## config.mk

```make
export PLATFORM = sky130hd
export DESIGN_NAME = spc700_alu_seq
export DESIGN_NICKNAME = d
export VERILOG_FILES = /design/src/rtl/spc700_alu_seq.sv
export SDC_FILE = /design/constraint.sdc
export NUM_CORES = 1
export LEC_CHECK = 0
export CORE_ASPECT_RATIO = 0.6
export CORE_MARGIN = 1
export CORE_UTILIZATION = 50
export DETAILED_ROUTE_END_ITERATION = 6
export PLACE_DENSITY = 0.72
export SLEW_MARGIN = 15
export SYNTH_ARGS = -nofsm -noshare
export SYNTH_HDL_FRONTEND = slang
export SYNTH_SLANG_ARGS = --single-unit
```

## constraint.sdc

```tcl
create_clock -name i_clk -period 3.8 [get_ports i_clk]
set_clock_uncertainty 0.1 [all_clocks]
set_input_delay 0.76 -clock i_clk [delete_from_list [all_inputs] [get_ports i_clk]]
set_output_delay 0.76 -clock i_clk [all_outputs]
set_load 0.03 [all_outputs]
```

## src/rtl/spc700_alu_seq.sv

```systemverilog
// Sequential SPC700 ALU: registered single-cycle ops plus an iterative MUL/DIV engine behind a START/BUSY/DONE handshake.
// Optional BCD adjust (DAA/DAS on OP 10/11) is built only when SPC700_ALU_BCD_EN is defined; it requires W=8.
module spc700_alu_seq #(
    parameter int W = 8
) (
    input  logic         i_clk,
    input  logic         i_rst_n,
    input  logic         i_en,
    input  logic         i_start,
    input  logic [4:0]   i_op,
    input  logic [W-1:0] i_l,
    input  logic [W-1:0] i_lh,
    input  logic [W-1:0] i_r,
    input  logic         i_ci,
    input  logic         i_hi,
    input  logic         i_vi,
    input  logic         i_zi,
    input  logic         i_w16,
    output logic         o_busy,
    output logic         o_done,
    output logic [W-1:0] o_res,
    output logic [W-1:0] o_res_hi,
    output logic         o_co,
    output logic         o_vo,
    output logic         o_ho,
    output logic         o_so,
    output logic         o_zo
);
    localparam int CW = $clog2(W);

    localparam logic [1:0] S_IDLE = 2'd0;
    localparam logic [1:0] S_MUL  = 2'd1;
    localparam logic [1:0] S_DIV  = 2'd2;

    localparam logic [4:0] OP_OR  = 5'h00;
    localparam logic [4:0] OP_AND = 5'h01;
    localparam logic [4:0] OP_XOR = 5'h02;
    localparam logic [4:0] OP_MOV = 5'h03;
    localparam logic [4:0] OP_ADC = 5'h04;
    localparam logic [4:0] OP_SBC = 5'h05;
    localparam logic [4:0] OP_ADD = 5'h06;
    localparam logic [4:0] OP_SUB = 5'h07;
    localparam logic [4:0] OP_ASL = 5'h08;
    localparam logic [4:0] OP_ROL = 5'h09;
    localparam logic [4:0] OP_LSR = 5'h0A;
    localparam logic [4:0] OP_ROR = 5'h0B;
    localparam logic [4:0] OP_XCN = 5'h0C;
    localparam logic [4:0] OP_MUL = 5'h0D;
    localparam logic [4:0] OP_DIV = 5'h0E;
`ifdef SPC700_ALU_BCD_EN
    localparam logic [4:0] OP_DAA = 5'h10;
    localparam logic [4:0] OP_DAS = 5'h11;
`endif

    if ((W < 4) || (W % 2 != 0)) begin : g_bad_width
        $error("spc700_alu_seq: W must be even and >= 4");
    end
`ifdef SPC700_ALU_BCD_EN
    if (W != 8) begin : g_bad_bcd_width
        $error("spc700_alu_seq: BCD adjust requires W = 8");
    end
`endif

    logic [1:0]    r_state;
    logic [CW-1:0] r_cnt;
    logic [W-1:0]  r_a;      // multiplicand / divisor
    logic [W-1:0]  r_hi;     // product high half / partial remainder
    logic [W-1:0]  r_lo;     // multiplier / quotient, shifted one bit per step
    logic          r_ci;
    logic          r_vi;
    logic          r_hf;
    logic          r_zi;
    logic          r_w16;

    function automatic logic zero_flag(input logic [W-1:0] v, input logic w16, input logic zi);
        return (v == '0) && (!w16 || zi);
    endfunction

    // Single-cycle datapath. Subtraction is addition of ~R, so C and H read as "no borrow".
    logic [W-1:0] w_rop;
    logic         w_cin;
    logic [W:0]   w_sum;
    logic         w_hc;
    logic [W-1:0] w_res;
    logic         w_c;
    logic         w_v;
    logic         w_h;
`ifdef SPC700_ALU_BCD_EN
    logic         w_bcd_hi;
    logic         w_bcd_lo;
`endif

    always_comb begin
        w_rop = ((i_op == OP_SBC) || (i_op == OP_SUB)) ? ~i_r : i_r;
        case (i_op)
            OP_ADD:  w_cin = 1'b0;
            OP_SUB:  w_cin = 1'b1;
            default: w_cin = i_ci;
        endcase
        w_sum = {1'b0, i_l} + {1'b0, w_rop} + {{W{1'b0}}, w_cin};
    end

    if (W > 4) begin : g_hc_wide
        assign w_hc = w_sum[4] ^ i_l[4] ^ w_rop[4];
    end else begin : g_hc_narrow
        assign w_hc = w_sum[4];
    end

    always_comb begin
        w_res = i_l;
        w_c   = i_ci;
        w_v   = i_vi;
        w_h   = i_hi;
`ifdef SPC700_ALU_BCD_EN
        w_bcd_hi = i_ci || (i_l > W'('h99));
        w_bcd_lo = i_hi || (i_l[3:0] > 4'd9);
`endif
        case (i_op)
            OP_OR:  w_res = i_l | i_r;
            OP_AND: w_res = i_l & i_r;
            OP_XOR: w_res = i_l ^ i_r;
            OP_MOV: w_res = i_r;
            OP_ADC, OP_SBC, OP_ADD, OP_SUB: begin
                w_res = w_sum[W-1:0];
                w_c   = w_sum[W];
                w_h   = w_hc;
                w_v   = (i_l[W-1] == w_rop[W-1]) && (w_sum[W-1] != i_l[W-1]);
            end
            OP_ASL: begin w_res = {i_r[W-2:0], 1'b0}; w_c = i_r[W-1]; end
            OP_ROL: begin w_res = {i_r[W-2:0], i_ci}; w_c = i_r[W-1]; end
            OP_LSR: begin w_res = {1'b0, i_r[W-1:1]}; w_c = i_r[0];   end
            OP_ROR: begin w_res = {i_ci, i_r[W-1:1]}; w_c = i_r[0];   end
            OP_XCN: w_res = {i_r[W/2-1:0], i_r[W-1:W/2]};
`ifdef SPC700_ALU_BCD_EN
            OP_DAA: begin
                w_res = i_l + (w_bcd_hi ? W'('h60) : '0) + (w_bcd_lo ? W'('h06) : '0);
                w_c   = w_bcd_hi;
            end
            OP_DAS: begin
                w_res = i_l - (w_bcd_hi ? W'('h60) : '0) - (w_bcd_lo ? W'('h06) : '0);
                w_c   = w_bcd_hi;
            end
`endif
            default: ;
        endcase
    end

    // One shift-add multiply step and one restoring-divide step.
    logic [W:0]     w_madd;
    logic [2*W-1:0] w_mprod;
    logic [W:0]     w_dt;
    logic [W:0]     w_ddiff;
    logic           w_dge;
    logic [W-1:0]   w_rem_n;
    logic [W-1:0]   w_quo_n;
    logic           w_last;

    always_comb begin
        w_madd  = {1'b0, r_hi} + (r_lo[0] ? {1'b0, r_a} : '0);
        w_mprod = {w_madd, r_lo[W-1:1]};
        w_dt    = {r_hi, r_lo[W-1]};
        w_ddiff = w_dt - {1'b0, r_a};
        w_dge   = !w_ddiff[W];
        w_rem_n = w_dge ? w_ddiff[W-1:0] : w_dt[W-1:0];
        w_quo_n = {r_lo[W-2:0], w_dge};
        w_last  = (r_cnt == CW'(W - 1));
    end

    // NOTE: every register, including the operand latches, is reset so a mid-operation reset leaves no stale state.
    always_ff @(posedge i_clk or negedge i_rst_n) begin
        if (!i_rst_n) begin
            r_state  <= S_IDLE;
            r_cnt    <= '0;
            r_a      <= '0;
            r_hi     <= '0;
            r_lo     <= '0;
            r_ci     <= 1'b0;
            r_vi     <= 1'b0;
            r_hf     <= 1'b0;
            r_zi     <= 1'b0;
            r_w16    <= 1'b0;
            o_busy   <= 1'b0;
            o_done   <= 1'b0;
            o_res    <= '0;
            o_res_hi <= '0;
            o_co     <= 1'b0;
            o_vo     <= 1'b0;
            o_ho     <= 1'b0;
            o_so     <= 1'b0;
            o_zo     <= 1'b0;
        end else if (i_en) begin
            o_done <= 1'b0;
            case (r_state)
                S_IDLE: if (i_start) begin
                    r_cnt <= '0;
                    r_ci  <= i_ci;
                    r_vi  <= i_vi;
                    r_zi  <= i_zi;
                    r_w16 <= i_w16;
                    if (i_op == OP_MUL) begin
                        r_a     <= i_l;
                        r_hi    <= '0;
                        r_lo    <= i_r;
                        r_hf    <= i_hi;
                        r_state <= S_MUL;
                        o_busy  <= 1'b1;
                    end else if (i_op == OP_DIV && i_lh < i_r) begin
                        r_a     <= i_r;
                        r_hi    <= i_lh;
                        r_lo    <= i_l;
                        r_hf    <= (i_lh[3:0] >= i_r[3:0]);
                        r_state <= S_DIV;
                        o_busy  <= 1'b1;
                    end else if (i_op == OP_DIV) begin
                        o_res    <= '1;
                        o_res_hi <= i_lh;
                        o_co     <= i_ci;
                        o_vo     <= 1'b1;
                        o_ho     <= (i_lh[3:0] >= i_r[3:0]);
                        o_so     <= 1'b1;
                        o_zo     <= 1'b0;
                        o_done   <= 1'b1;
                    end else begin
                        o_res    <= w_res;
                        o_res_hi <= '0;
                        o_co     <= w_c;
                        o_vo     <= w_v;
                        o_ho     <= w_h;
                        o_so     <= w_res[W-1];
                        o_zo     <= zero_flag(w_res, i_w16, i_zi);
                        o_done   <= 1'b1;
                    end
                end
                S_MUL: begin
                    r_hi  <= w_mprod[2*W-1:W];
                    r_lo  <= w_mprod[W-1:0];
                    r_cnt <= r_cnt + 1'b1;
                    if (w_last) begin
                        o_res    <= w_mprod[W-1:0];
                        o_res_hi <= w_mprod[2*W-1:W];
                        o_co     <= r_ci;
                        o_vo     <= r_vi;
                        o_ho     <= r_hf;
                        o_so     <= w_mprod[2*W-1];
                        o_zo     <= zero_flag(w_mprod[2*W-1:W], r_w16, r_zi);
                        o_done   <= 1'b1;
                        o_busy   <= 1'b0;
                        r_state  <= S_IDLE;
                    end
                end
                S_DIV: begin
                    r_hi  <= w_rem_n;
                    r_lo  <= w_quo_n;
                    r_cnt <= r_cnt + 1'b1;
                    if (w_last) begin
                        o_res    <= w_quo_n;
                        o_res_hi <= w_rem_n;
                        o_co     <= r_ci;
                        o_vo     <= 1'b0;
                        o_ho     <= r_hf;
                        o_so     <= w_quo_n[W-1];
                        o_zo     <= zero_flag(w_quo_n, r_w16, r_zi);
                        o_done   <= 1'b1;
                        o_busy   <= 1'b0;
                        r_state  <= S_IDLE;
                    end
                end
                default: begin
                    r_state <= S_IDLE;
                    o_busy  <= 1'b0;
                end
            endcase
        end
    end
endmodule

```

==> results.md, run 1 <==
- Outcome: finished with violations
- Violations in the final reports: DRC
- Proportion of layout cells with a drive suffix above 1: 14.21%
- Filler cells: 885
- Number of core rows: 29
- DRC errors left: 8
- Max-slew violations: 0
- Number of buffers inserted to repair setup after CTS: 0
- Worst path max stage delay: 0.42 ns
- Highest net fanout along the worst path: 3
- Number of max-capacitance violations reported: 0
- Worst R2R Setup Slack: 0.42 ns
- Critical register-to-register path startpoint: r_lo[7]$_DFFE_PN0P_
- Simple-gate area share of the yosys netlist: 19.49%
- Cell at the root of the clock tree: clkbuf_16
- Via total after detailed routing: 5649
- Number of register bits inferred by synthesis: 57
- Number of global-route vias before repair: ~5500
- Largest net degree at the start of global routing: 37
- Endpoint of the worst-slack reg-to-reg timing path: r_hi[5]$_DFFE_PN0P_
- Instance count on the critical path: 14
- Clock net sink count: 57
- Fin cells: 906
- Global placement routability congestion: 1.017
- Mean routed wirelength per cell: 20.71 µm
- Antenna violations before repair: 0
- Global-route wire length before repair: 30000 µm
- Total clock buffers created by CTS: 9
- Post-synthesis compound-gate area fraction: 25.13%
- Via density per instance: 6.235
- Total detailed-routing wirelength: 18770 µm
- Height of the chip: 83.72 µm
- Final setup viols: 0
- Number of buffer and inverter instances along the worst setup path: 1
- Startpoint of the most critical hold path: r_zi$_DFFE_PN0P_
- WHS Endpoint: r_zi$_DFFE_PN0P_
- H-Tree Level Count: 3
- Number of buffers added to fix hold violations after cts: 0
- Worst Hold Class: reg -> reg
- Cell Count Post-Placement: 890
- Slowest library cell on the worst path: fa_2
- Clock latency on the worst-skew pair: about 0.33 ns
- Clock tree from TritonCTS: done
- GR Overflow Total: 0
- Pre-CTS setup slack: -0.3722 ns
- Remaining number of nets flagged by the antenna check after routing: 0
- Global routing usage summed across all routing layers: between 30% and 40%
- XOR/XNOR Fraction of Synth Area: 3.777%
- Length of the first detailed-routing pass in iterations: 7
- Worst setup path class: in -> reg
- Gate count of the mapped netlist: slightly below 700
- Highest clock frequency the design can meet: 0.2713 GHz
- Leakage: 2.992 nW
- Top cell family by delay on the critical path: compound AO/OA/AOI/OAI gates
- Main combinational cell family by area after synthesis: compound AO/OA/AOI/OAI gates
- Max VDD drop: ~390 µV
- Multi-input gate area: 0.003832 mm²
- Maximum number of buffers from clock root to sink: 2
- Required @ worst endpoint: 3.88 ns
- Initial standard-cell utilization of the core: 51.99%
- Series of cell instances along the critical path: dlygate4sd2_1 -> nand2b_4 -> nor2_4 -> nand2_2 -> mux2_4 -> fa_2 -> fa_2 -> a211oi_2 -> o21ai_1 -> and3_1 -> nor2_1 -> o221ai_1 -> a22oi_1 -> a21oi_1
- Relative slew slack: 40.14%
- Nets: 857
- Period minus WS final: between 3 and 4 ns
- Number of hold-slack violations in the final timing report: 0
- Area grow syn2layout: 25.22%
- Signal arrival time at the worst endpoint: ~3.8 ns
- Drt first-iter violations: 541
- P per Cell Area: 722.0 mW/mm²
- RSZ-0062 raised after global routing: false
- Mean instance size in the synthesized netlist: 8.257 µm²
- Count of cell types in the netlist: 75
- DIE WIDTH: 138.2 µm
- Register-to-Register Path Depth: 11
- Yosys synthesis warning count: 0
- Die area: 0.01157 mm²
- WHS Path Cells: 2
- Worst-path clk slew: 0.05 ns
- Worst Setup Slack, final: 0.1145 ns
- Netlist area before placement: 0.005565 mm²
- Final clock period utilization by the worst path: 96.99%
- Count of buffers from port buffering: 60
- Number of primary I/O pins: 61
- Post-layout util: approximately 65%
- Fraction of synthesized area in multiplexers: under 10%
- Adder-cell area share of the yosys netlist: 13.35%
- Slew at the pin with the worst max-slew slack: 0.8965 ns
- Register area: 0.001426 mm²
- Standard cell core area: 0.01070 mm²
- Count of flip-flops with a built-in enable after synthesis: 0
- HPWL reported at the end of detailed placement: approximately 14000 µm
- Share of flip-flops with an asynchronous set or reset: 100.0%
- Diode insertion count for antenna repair: 0
- Sequential cell area fraction in the yosys report: 25.63%
- Synthesized net count: 769
- Most Frequent Cell on Critical Path: fa_2
- Ys flop type: dfrtp_1
- Critical path capture point type: flip-flop
- Startpoint type of the worst setup path: primary input
Yosys cell counts, drive strengths merged (13+ instances only):
| cell | count | area share, % |
|---|---|---|
| a21oi | 34 | 3.3 |
| a22oi | 14 | 1.9 |
| a31oi | 25 | 2.8 |
| and2 | 14 | 1.6 |
| buf | 21 | 2.6 |
| clkbuf | 15 | 1.0 |
| dfrtp | 57 | 26 |
| ha | 53 | 12 |
| inv | 47 | 3.2 |
| nand2 | 75 | 5.1 |
| nor2 | 71 | 4.8 |
| o211ai | 13 | 1.8 |
| o21ai | 33 | 3.0 |
| xnor2 | 16 | 2.5 |
worst max-delay path by stage:
stage,start,to,slack (ns)
2_1_floorplan,i_op[3],o_zo$_DFFE_PN0P_,0.06
3_3_place_gp,i_op[3],o_zo$_DFFE_PN0P_,-0.27
3_5_place_dp,i_op[3],o_zo$_DFFE_PN0P_,-0.37
4_1_cts,i_op[3],o_zo$_DFFE_PN0P_,0.11
5_1_grt,i_op[3],o_zo$_DFFE_PN0P_,0.03
6_report,i_op[3],o_co$_DFFE_PN0P_,0.11
area by class of cell:
type	instances	area share (%)
Multi-Input combinational cell	534	54.99
Sequential cell	57	20.47
Timing Repair Buffer	113	14.56
Clock buffer	11	3.483
Inverter	47	2.531
Tap cell	139	2.496
Clock inverter	5	1.472
worst reg2reg max path: cells and delay by family (launching register included):
kind / cells / cell delay [ns]
AO/OA/AOI/OAI: 5 / 1.62
adder cells (fa/ha/maj): 2 / 0.46
buffers and inverters: 2 / 0.18
flip-flops: 1 / 0.36
multiplexers: 1 / 0.42
AND/OR/NAND/NOR: 1 / 0.11
where the power goes:
| part | total [mW] | switching [mW] | internal [mW] |
|---|---|---|---|
| combinational | 2.93 | 1.67 | 1.27 |
| sequential | 1.16 | 0.278 | 0.884 |
| clock | 0.937 | 0.281 | 0.657 |
layer usage:
metal  wire length [µm]  up-vias  track usage [%]
met2               7542      302            47.40
li1                   -     2621                -
met4                216        0            7.559
met1               8586     2694            47.94
met3               2420       32            14.17
met5                  0        -                0
state kept, by name, indices dropped and copies added, names as in the netlist, 2 cells and up:
register  flops
r_hi          8
r_lo          8
r_cnt         3
o_res_hi      8
r_state       2
r_a           8
o_res         8
metrics by stage:
step	area, µm²	hold slack (ns)	total power [mW]	setup TNS [ns]
after floorplan	5594	0.3413	3.096	0
after global placement	6586	0.3557	3.901	-1.098
after detailed placement	6586	0.3857	3.999	-1.689
after CTS	6962	0.3972	4.982	0
after global routing	6969	0.4229	5.360	0
final	6969	0.3938	5.032	0
cell usage in the layout, fill, tap and decap left out, types with 15 or more instances in the layout:
master,synthesis,final
a31oi_1,25,25
nand2_1,75,74
clkdlybuf4s50_1,0,56
o21ai_0,21,20
xnor2_1,16,15
nor2_1,71,70
a21oi_1,33,32
dfrtp_1,57,57
inv_1,47,47
ha_1,53,53
buf_4,8,51
repair_timing:
item,in CTS,in global routing
endpoints found under the setup margin,1,3
pin swaps,7,1
gates resized for setup,11,1
logic make-up (layout without fill, tap and decap cells):
logic type	after synthesis	in the layout
compound gates	200	200
xor+xnor	24	24
fa+ha+maj	57	57
buf+inv	83	176
flops	57	57
mux	25	25
simple gates	228	228
No activity file was read; power rests on OpenSTA's default activity.
==> run 2, diff against run 1 <==
GPL_TIMING_DRIVEN = 0   (was default)
==> run 2 against run 1 <==
The run still ends with DRC left. Non-clock buffer count down 10. Fmax down 2.8%. Flip-flop and latch count unchanged. Hold slack worse by 0.023 ns. Cell count down 1.1%. Sequential power about the same. Critical endpoint is now o_zo$_DFFE_PN0P_. Combinational power up 2%. Utilization down 1.2 points. Clock power down 4.4%. Die area unchanged.
==> results.md, run 2 (synthesis results as in run 1) <==
- Outcome: finished with violations
- Violations in the final reports: DRC
- Routed wire length on met2: 7652 µm
- Area grow syn2layout: 22.84%
- Final setup viols: 0
- Standard cell core area: 0.01070 mm²
- H-Tree Level Count: 3
- Highest clock frequency the design can meet: 0.2637 GHz
- Worst Setup SP: i_l[7]
- DIE WIDTH: 138.2 µm
- Top library cells by usage in the layout, fill and taps aside: 75 x nand2_1, 69 x nor2_1, 57 x dfrtp_1
- Count of buffers from port buffering: 60
- Fin cells: 896
- RSZ-0062 raised after global routing: false
- Die area: 0.01157 mm²
- Required @ worst endpoint: between 3 and 4 ns
- Height of the chip: 83.72 µm
- Slew at the pin with the worst max-slew slack: 0.9962 ns
- Largest net degree at the start of global routing: 58
- Worst-path clk slew: 0.05 ns
- Slowest library cell on the worst path: nor4b_1
- Met3 wire len: about 2700 µm
- P per Cell Area: 735.9 mW/mm²
- Cell Count Post-Placement: around 870
- Top cell family by delay on the critical path: simple AND/OR/NAND/NOR gates
- Number of hold-slack violations in the final timing report: 0
- Filler cells: 911
- Number of buffers added to fix hold violations after cts: 0
- Highest signal layer in the routed design: met4
- Final clock period utilization by the worst path: 99.80%
- Leakage: between 2 and 3 nW
- Drt first-iter violations: 669
- Global-route wire length before repair: 31330 µm
- Number of core rows: 29
- Worst R2R Setup Slack: 0.50 ns
- Register-to-Register Path Depth: 10
- Number of buffer and inverter instances along the worst setup path: 2
- Clock tree from TritonCTS: done
- Worst setup path class: in -> reg
- Highest net fanout along the worst path: 6
- Initial standard-cell utilization of the core: 51.99%
- Total detailed-routing wirelength: approximately 20000 µm
- Worst Hold Class: in -> async
- Mean routed wirelength per cell: 22.45 µm
- Via total after detailed routing: approximately 5700
- HPWL reported at the end of detailed placement: between 15000 and 20000 µm
- Diode insertion count for antenna repair: 0
- Remaining number of nets flagged by the antenna check after routing: 0
- Number of max-capacitance violations reported: 0
- Series of cell instances along the critical path: clkdlybuf4s50_1 -> inv_1 -> ha_1 -> mux2i_1 -> a211oi_1 -> nor4b_1 -> o221ai_1 -> and4bb_1 -> nand4_1 -> o211ai_2
- Instance area at placement: 0.006366 mm²
- Max VDD drop: 587.5 µV
- Critical register-to-register path startpoint: r_lo[0]$_DFFE_PN0P_
- Antenna violations before repair: 0
- Worst setup path endpoint: o_zo$_DFFE_PN0P_
- Global placement routability congestion: 1.040
- DRC errors left: 8
- Number of primary I/O pins: 61
- Clock latency on the worst-skew pair: 0.34 ns
- Global routing usage summed across all routing layers: 36.32%
- Period minus WS final: 3.793 ns
- Post-Route M1 WL: 9617 µm
- Cell at the root of the clock tree: clkbuf_16
- Via density per instance: 6.411
- GR Overflow Total: 0
- Number of global-route vias before repair: between 5000 and 6000
- Endpoint of the worst-slack reg-to-reg timing path: o_zo$_DFFE_PN0P_
- Proportion of layout cells with a drive suffix above 1: 12.15%
- Instance count on the critical path: 10
- Startpoint type of the worst setup path: primary input
- Final design area excluding fillers: 0.006837 mm²
- Critical path capture point type: flip-flop
- Clock net sink count: between 50 and 60
- Nets: 847
- Worst path max stage delay: 0.83 ns
- Maximum number of buffers from clock root to sink: 2
- Signal arrival time at the worst endpoint: around 4.0 ns
- Max-slew violations: 0
- Most common library cell in the layout ignoring fill and taps: nand2_1
- Total clock buffers created by CTS: 9
- Relative slew slack: roughly a third
- Length of the first detailed-routing pass in iterations: 7
-- run 2: cell types whose count changed in the layout (fill, tap and decap cells not counted), moves of 2 or more --
| cell | change |
|---|---|
| clkbuf_4 | +2 |
| buf_2 | +5 |
| clkdlybuf4s50_1 | -3 |
| clkbuf_2 | +3 |
| clkbuf_1 | +13 |
| buf_6 | +5 |
| buf_4 | -36 |
-- run 2: worst min path at each step --
| stage | startpoint | end | cells after the start |
|---|---|---|---|
| 6_report | i_rst_n | o_vo$_DFFE_PN0P_ | 1 |
| 5_1_grt | r_zi$_DFFE_PN0P_ | r_zi$_DFFE_PN0P_ | 2 |
| 3_5_place_dp | r_zi$_DFFE_PN0P_ | r_zi$_DFFE_PN0P_ | 2 |
| 2_1_floorplan | r_zi$_DFFE_PN0P_ | r_zi$_DFFE_PN0P_ | 2 |
| 4_1_cts | r_zi$_DFFE_PN0P_ | r_zi$_DFFE_PN0P_ | 2 |
| 3_3_place_gp | r_zi$_DFFE_PN0P_ | r_zi$_DFFE_PN0P_ | 2 |
-- run 2: timing repair --
action	CTS	global route
setup buffers	5	5
pin swaps	9	10
gates cloned	0	0
resized for setup	22	14
setup endpoints to repair	14	19
-- run 2: layer usage --
layer  vias to the layer above  track usage [%]
li1                       2602                -
met1                      2744            55.32
met2                       377            48.84
met3                        21            12.05
met4                         0            7.150
met5                         -                0
-- run 2: cell type report --
cell class	instances	area (µm²)	area share [%]
flip-flops and latches	57	1426	20.86
well taps	139	173.9	2.544
clock buffers	11	252.7	3.697
clock inverters	5	77.57	1.135
repair buffers	70	658.1	9.627
plain buffers	33	224.0	3.276
inverters	47	176.4	2.581
multi-input cells	534	3847	56.28
-- run 2: power breakdown --
part | internal [mW] | switching, mW
Clock | 0.606 | 0.290
Combinational | 1.25 | 1.74
Sequential | 0.884 | 0.261
Total | 2.74 | 2.29
-- run 2: stage by stage --
stage | setup WS, ns | setup TNS, ns | power [mW] | utilization, % | hold WS, ns
floorplan | 0.06184 | 0 | 3.096 | - | 0.3413
global placement | -1.015 | -8.863 | 3.935 | 59.50 | 0.3548
detailed placement | -1.016 | -9.750 | 4.007 | 59.47 | 0.3644
CTS | 0.005847 | 0 | 4.937 | 63.42 | 0.3788
global route | 0.002749 | 0 | 5.345 | 63.87 | 0.4040
finish | 0.007442 | 0 | 5.031 | 63.87 | 0.3708
